## src/rtl/matrix_scan_driver.sv

```systemverilog
// matrix_scan_driver: column-multiplexed driver for a 5x7 LED matrix.
// Frames enter a shadow buffer through a valid/ready handshake and are
// promoted to the displayed buffer only at a frame boundary. Each column is
// lit for DWELL cycles after a BLANK-cycle gap with every column off.
module matrix_scan_driver #(
  parameter int unsigned DWELL = 50000,
  parameter int unsigned BLANK = 8
) (
  input  logic        clk,
  input  logic        rst_n,
  input  logic [34:0] frame_in,
  input  logic        frame_valid,
  output logic        frame_ready,
  input  logic        ch1,
  input  logic        ch0,
  output logic [4:0]  linha_out,
  output logic [6:0]  acender_coluna,
  output logic        frame_sync
);

  localparam int unsigned MAXC = (DWELL > BLANK) ? DWELL : BLANK;
  localparam int unsigned CW   = (MAXC > 1) ? $clog2(MAXC) : 1;

  localparam logic [CW-1:0] BLANK_LAST = CW'(BLANK - 1);
  localparam logic [CW-1:0] DWELL_LAST = CW'(DWELL - 1);

  typedef enum logic {
    S_BLANK,
    S_SCAN
  } state_t;

  state_t          state_q, state_d;
  logic [CW-1:0]   cnt_q, cnt_d;
  logic [2:0]      col_q, col_d;
  logic [1:0]      mode_q, mode_d;
  logic [34:0]     active_q, active_d;
  logic [34:0]     shadow_q, shadow_d;
  logic            full_q, full_d;
  logic [4:0]      row_q, row_d;
  logic [6:0]      an_q, an_d;
  logic            sync_q, sync_d;

  logic            boundary;
  logic [1:0]      mode_next;
  logic [4:0]      col_data;

  // Row bits of column c: pixel (r, c) lives at bit r*7+c.
  function automatic logic [4:0] col_bits(input logic [34:0] f, input logic [2:0] c);
    col_bits = '0;
    for (int unsigned r = 0; r < 5; r++) begin
      col_bits[r] = f[r*7 + int'(c)];
    end
  endfunction

  assign mode_next = {ch1, ch0};
  assign col_data  = col_bits(active_q, col_q);

  // Next-state for scan timing, column outputs and the frame double buffer.
  always_comb begin
    state_d  = state_q;
    cnt_d    = cnt_q;
    col_d    = col_q;
    mode_d   = mode_q;
    active_d = active_q;
    shadow_d = shadow_q;
    full_d   = full_q;
    row_d    = row_q;
    an_d     = an_q;
    sync_d   = 1'b0;
    boundary = 1'b0;

    case (state_q)
      S_BLANK: begin
        row_d = '0;
        an_d  = '1;
        if (cnt_q == BLANK_LAST) begin
          state_d = S_SCAN;
          cnt_d   = '0;
          mode_d  = mode_next;
          // Column outputs for the dwell use the mode sampled on this edge.
          case (mode_next)
            2'b00: begin
              an_d  = 7'h7F ^ (7'd1 << col_q);
              row_d = col_data;
            end
            2'b01: begin
              an_d  = 7'h7F ^ (7'd1 << col_q);
              row_d = ~col_data;
            end
            2'b10: begin
              an_d  = '1;
              row_d = '0;
            end
            default: begin
              an_d  = 7'h7F ^ (7'd1 << col_q);
              row_d = '1;
            end
          endcase
        end else begin
          cnt_d = cnt_q + 1'b1;
        end
      end

      S_SCAN: begin
        if (cnt_q == DWELL_LAST) begin
          state_d = S_BLANK;
          cnt_d   = '0;
          row_d   = '0;
          an_d    = '1;
          if (col_q == 3'd6) begin
            col_d    = '0;
            sync_d   = 1'b1;
            boundary = 1'b1;
          end else begin
            col_d = col_q + 3'd1;
          end
        end else begin
          cnt_d = cnt_q + 1'b1;
        end
      end

      default: begin
        state_d = S_BLANK;
        cnt_d   = '0;
      end
    endcase

    // Promotion and acceptance are exclusive: a load needs ~full, promotion needs full.
    if (boundary && full_q) begin
      active_d = shadow_q;
      full_d   = 1'b0;
    end else if (frame_valid && !full_q) begin
      shadow_d = frame_in;
      full_d   = 1'b1;
    end
  end

  // State and registered outputs; reset blanks the panel and drops any pending frame.
  always_ff @(posedge clk or negedge rst_n) begin
    if (!rst_n) begin
      state_q  <= S_BLANK;
      cnt_q    <= '0;
      col_q    <= '0;
      mode_q   <= '0;
      active_q <= '0;
      shadow_q <= '0;
      full_q   <= 1'b0;
      row_q    <= '0;
      an_q     <= '1;
      sync_q   <= 1'b0;
    end else begin
      state_q  <= state_d;
      cnt_q    <= cnt_d;
      col_q    <= col_d;
      mode_q   <= mode_d;
      active_q <= active_d;
      shadow_q <= shadow_d;
      full_q   <= full_d;
      row_q    <= row_d;
      an_q     <= an_d;
      sync_q   <= sync_d;
    end
  end

  assign frame_ready    = ~full_q;
  assign linha_out      = row_q;
  assign acender_coluna = an_q;
  assign frame_sync     = sync_q;

endmodule
```

## config.mk

```make
export PLATFORM = sky130hd
export DESIGN_NAME = matrix_scan_driver
export DESIGN_NICKNAME = d
export VERILOG_FILES = /design/src/rtl/matrix_scan_driver.sv
export SDC_FILE = /design/constraint.sdc
export NUM_CORES = 1
export LEC_CHECK = 0
export BUFFER_PORTS_ARGS = -buffer_cell sky130_fd_sc_hd__buf_2
export CAP_MARGIN = 20
export CORE_MARGIN = 2
export CORE_UTILIZATION = 54
export CTS_CLUSTER_DIAMETER = 30
export DETAILED_ROUTE_END_ITERATION = 8
export PLACE_DENSITY = 0.74
export SYNTH_ARGS = -nofsm -noshare
export SYNTH_HDL_FRONTEND = slang
export SYNTH_SLANG_ARGS = --single-unit
```

## constraint.sdc

```tcl
create_clock -name clk -period 4 [get_ports clk]
set_clock_uncertainty 0.1 [all_clocks]
set_input_delay 0 -clock clk [delete_from_list [all_inputs] [get_ports clk]]
set_output_delay 0 -clock clk [all_outputs]
set_load 0.03 [all_outputs]
```

---- Yosys cells after proc, flatten, opt, wreduce, memory -nomap -nowiden ----
Index checks and enable logic that the tools add are counted.
word-level totals
  flip-flop bits (word level) ............. 104
  bits of input ports ..................... 40
  output and inout bits ................... 14
  word-level logic and storage cells ...... 69
cells by class
  $add $sub $neg .......................... 6
  $lt $le $gt $ge ......................... 5
  eq/ne operators ......................... 6
  shifts and indexed selects .............. 1
  muxes and demuxes ....................... 30
  bitwise gates (word level) .............. 5
  reduce and logical (&&, ||, !) cells .... 7
operators with widths
  operator               number
  $mux 16                2
  $pmux 16 s2            1
  $bmux 1 s6             4
  $mux 7                 3
  $add 16x1->16 const B  1
  $eq 16x16->1 const B   1
  $eq 16x3->1 const B    1
  $pmux 5 s3             1
  $lt 6x7->1 const B     2
  $pmux 7 s2             1
  $add 5x3->6 const A    2
  $mux 1                 12
  $mux 5                 2
  $pmux 5 s2             1
  $lt 3x7->1 const B     1
  $lt 4x7->1 const B     1
  $lt 5x7->1 const B     1
  $not 7->7              1
  $shl 1x3->7 const A    1
  $add 4x3->5 const A    1
  $not 5->5              1
  $add 3x3->4 const A    1
  $reduce_and 2->1       2
  $add 3x1->3 const B    1
  12 further kinds       15

---- Logic depth before layout (Yosys ltp) ----
  depth in word-level cells ............... 7
  mapped depth ............................ 11
  mapped depth without buffers ............ 7

---- Worst setup path after synthesis ----
Ideal clock, no wire load.
  path type ............................... register -> register
  start ................................... reg col_q[0]
  end ..................................... reg row_q[1], in the netlist linha_out[1]
  setup time .............................. 0.132 ns
  arrival ................................. 2.583 ns
  required time ........................... 3.768 ns
  setup slack ............................. 1.185 ns
  cell stages (with the launch flop) ...... 11
  path buffers ............................ 4
  period minus slack after synthesis ...... 2.815 ns
  cell sequence ........................... dfrtp_1 -> buf_4 -> buf_4 -> buf_2 -> inv_1 -> ha_1 -> buf_2 -> mux4_2 -> a211oi_1 -> nand4bb_1 -> nand3_1
between the ends
  cells in the longest elaborated chain, start to end .. 7
RTL lines
  what                              RTL line  source
  start, declared                   34        logic [2:0] col_q, col_d;
  start signal, assigned            154       col_q <= col_d;
  $add 3x3->4 (*)                   51        col_bits[r] = f[r*7 + int'(c)];
  $bmux 1 s6 (*)                    51
  $mux 1 (not written as such) (*)  51
  $not 5->5                         88        row_d = ~col_data;
  $pmux 5 s3 (*)                    81        case (mode_next)
  $mux 5 (*)                        76        if (cnt_q == BLANK_LAST) begin
  $pmux 5 s2 (*)                    72        case (state_q)
  end signal, assigned              159       row_q <= row_d;
  end, declared                     39        logic [4:0] row_q, row_d;
Mark *: on every way between the ends. The rest lies on a longest branch, timed or not. The select of a mux whose other input is x is not followed.
A chain may end at the register's enable or synchronous reset.

---- Worst setup path after layout ----
  start ................................... reg col_q[1]
  end ..................................... reg row_q[1], in the netlist linha_out[1]
Same word-level chain as after synthesis.

==> qor.txt <==
setup repair bufs after CTS - 0
Psw - 425 uW
CTS resizes - 0
# placed instances - 519
Clk pwr share - 36.7%
ANT cells - 0
critical path startpoint category - register
CTS Root Cell - clkbuf_8
post-route ant nets - 0
post-DP HPWL - 6300 um
Tmin final - 2.86 ns
Int Power - 1.54 mW
Synth Flop Type - dfrtp_1
Die Ht - 98.5 um
largest net degree at the start of global routing - 66
post-layout util - 66.9%
Via density - 5.59
grt total ovfl - 0
Slew Limit Fails - 0
Core Rows - 34
CP Data Required Time - 4.15 ns
CTS HTree Levels - 3
Slew @ Worst Pin - 0.788 ns
Post-Synthesis Cells - 368
# port buffers - 53
Compound-Gate Fraction of Synth Area - 4.82%
Die X - 98.5 um
critical path arrival - 3.01 ns
Hold-fix buffers, CTS - 40
Fill cells - 670
setup TNS - 0 ns
nets - 512
status - finished clean
worst setup margin - 1.14 ns
post-synthesis adder-cell area fraction - 2.59%
TritonCTS buffer count - 9
combinational share of power - 6.4%
syn_nets - 418
register area - 2610 um2
Lkg Pwr - 2.61 nW
Post-Synth XOR/XNOR Area - 2.90%
Clock transition at path regs - 0.09 ns
CTS tree - yes
CTS Buffer Depth - 2
Flop pwr share - 56.9%
Multi-input gate area - 2110 um2
Post-Syn Area - 4830 um2
drt pass-1 iters - 4
Final Setup Violations - 0
routed via count - 3215
DRT Wirelength - 9000 um
Die ar. - 9710 um2
residual DRC count - 0
RSZ-0062 raised after global routing - no
dpl ws - 1.12 ns
initial core utilization - 55.6%
Boundary Pins - 54
ys async rst share - 100%
Rel. slew slack - 47.5%
Critical Path Sink Type - register
Fmax - 0.350 GHz
GP Congestion - 0.800
Synth warnings - 0
type of the worst setup path - reg2reg
First DRT Iteration DRCs - 92
hold slack - 0.158 ns
largest family of logic cells by synthesized area - multiplexers
Worst-Skew Late Latency - 0.36 ns
initial antenna violation count - 0
Final Non-Filler Cells - 575
Max VDD drop - 0.000216 V
Clock Sinks - 104
FF+latch count, synth - 104
fraction of layout cells with a size suffix above 1 - 34.9%
number of synthesized flops with an enable pin - 0
switching share of total power - 21.6%
simple-gate share of the synthesized area - 9.43%
first-pass GRT wire length - 15800 um
Netlist cell types - 47
Worst Hold Class - in2async
number of global-route vias before repair - 3263
mux cell area share after synthesis - 23.9%
P per Cell Area - 339 nW/um2
area of the core - 8680 um2
GRT Overall Usage - 20.2%
Seq/Total Area, Yosys - 54.1%
Area growth, synth to finish - 20.3%
Final Hold Fails - 0
period utilisation layout - 71.5%
DR WL/cell - 15.6 um
Crit Path Max Fanout - 12
Mean Syn Cell Area - 13.1 um2
max-cap viol count - 0
## kinds of logic (layout without fill, tap and decap cells)
kind of cell / Yosys count / after routing
adders and majority gates: 10 / 10
buffers and inverters: 20 / 119
and+or+nand+nor: 90 / 90
DFF: 104 / 104
muxes: 95 / 95
AOI/OAI and AO/OA: 33 / 33
xor gates and xnor gates: 16 / 16
## critical path, cell delays in order (launching register included)
cell       delay, ns
dfrtp_1         0.56
inv_1           0.21
ha_1            0.67
mux4_2          0.56
nor2b_1         0.14
a211oi_1        0.27
nand4bb_1       0.17
nand3_1         0.07
## final cells by class
class / instances / area share [%]
clock inverters: 6 / 1.57
multi-input cells: 244 / 36.3
inverters: 6 / 0.388
repair buffers: 97 / 12.0
well taps: 108 / 2.33
clock buffers: 10 / 2.37
flip-flops and latches: 104 / 45.0
## sequential cells by signal, summed over array words and instances (netlist names)
signal	count
shadow_q	35
cnt_q	16
acender_coluna	7
active_q	35
col_q	3
linha_out	5
full_q	1
state_q	1
frame_sync	1
## power by group through the flow
| stage | clock [mW] | sequential (mW) | combinational [mW] |
|---|---|---|---|
| 6_report | 0.723 | 1.12 | 0.125 |
| 5_1_grt | 0.787 | 1.13 | 0.139 |
| 4_1_cts | 0.741 | 1.12 | 0.128 |
| 3_3_place_gp | 0 | 1.14 | 0.0942 |
| 2_1_floorplan | 0 | 1.14 | 0.0420 |
| 3_5_place_dp | 0 | 1.14 | 0.0981 |
## metal layers
metal | part of all wire, % | track usage, % | vias up
li1 | - | - | 1519
met1 | 47 | 28.8 | 1625
met2 | 48 | 31.9 | 63
met3 | 3.9 | 4.26 | 8
met4 | 1.1 | 5.16 | 0
met5 | 0 | 0 | -
## cell usage in the layout (no fill, tap or decap), types with 3 or more instances in the layout
cell type,Yosys,layout
mux2_1,3,3
clkbuf_8,0,10
dlygate4sd3_1,0,40
mux4_2,9,9
mux2i_1,13,13
nand3_1,13,13
nor2b_1,9,8
a22oi_1,4,4
a21oi_1,9,9
dfstp_2,7,7
xor2_1,10,10
buf_4,2,5
mux2_2,70,70
buf_2,2,52
nor3_1,5,5
nand2_1,18,18
ha_1,10,10
xnor2_1,6,6
inv_1,6,6
dfrtp_1,97,97
a31oi_1,3,3
o211ai_1,3,3
nor2_1,29,29
## Yosys cell counts (2+ instances only)
cell type | n | area (um2)
ha_1 | 10 | 125
dfrtp_1 | 97 | 2430
nand3_1 | 13 | 65.1
nor4_1 | 2 | 12.5
o211ai_1 | 3 | 22.5
and4_1 | 2 | 17.5
nand2_1 | 18 | 67.6
nor2b_1 | 9 | 56.3
mux2_1 | 3 | 33.8
and3_1 | 2 | 12.5
xnor2_1 | 6 | 52.6
mux2_2 | 70 | 788
buf_2 | 2 | 10.0
a22oi_1 | 4 | 30.0
o21ai_0 | 2 | 10.0
nor3_1 | 5 | 25.0
xor2_1 | 10 | 87.6
nor2_1 | 29 | 109
clkbuf_1 | 6 | 22.5
mux4_2 | 9 | 203
nand4_1 | 2 | 12.5
mux2i_1 | 13 | 130
inv_1 | 6 | 22.5
a31oi_1 | 3 | 18.8
a21oi_1 | 9 | 45.0
dfstp_2 | 7 | 184
buf_4 | 2 | 15.0
buf_6 | 3 | 33.8
a211oi_1 | 2 | 15.0
a21boi_0 | 2 | 15.0
## through the flow
stage | total power, mW | instance area [um2]
after floorplan | 1.18 | 4830
final | 1.97 | 5810
after global placement | 1.23 | 5180
after global routing | 2.05 | 5810
after detailed placement | 1.24 | 5180
after CTS | 1.99 | 5810
## path summary, 6_finish.rpt
kind                              start           endpoint  slack (ns)  cells after the start
hold reg to reg                cnt_q[0]           cnt_q[0]        0.38                      1
max in group asynchronous         rst_n  acender_coluna[6]        2.63                      3
hold / removal                    rst_n          cnt_q[10]        0.16                      2
setup reg to reg               col_q[1]       linha_out[1]        1.14                      7
min in group clk           frame_in[19]       shadow_q[19]        0.29                      3
setup / recovery               col_q[1]       linha_out[1]        1.14                      7
Power figures use the tool's default switching activity.
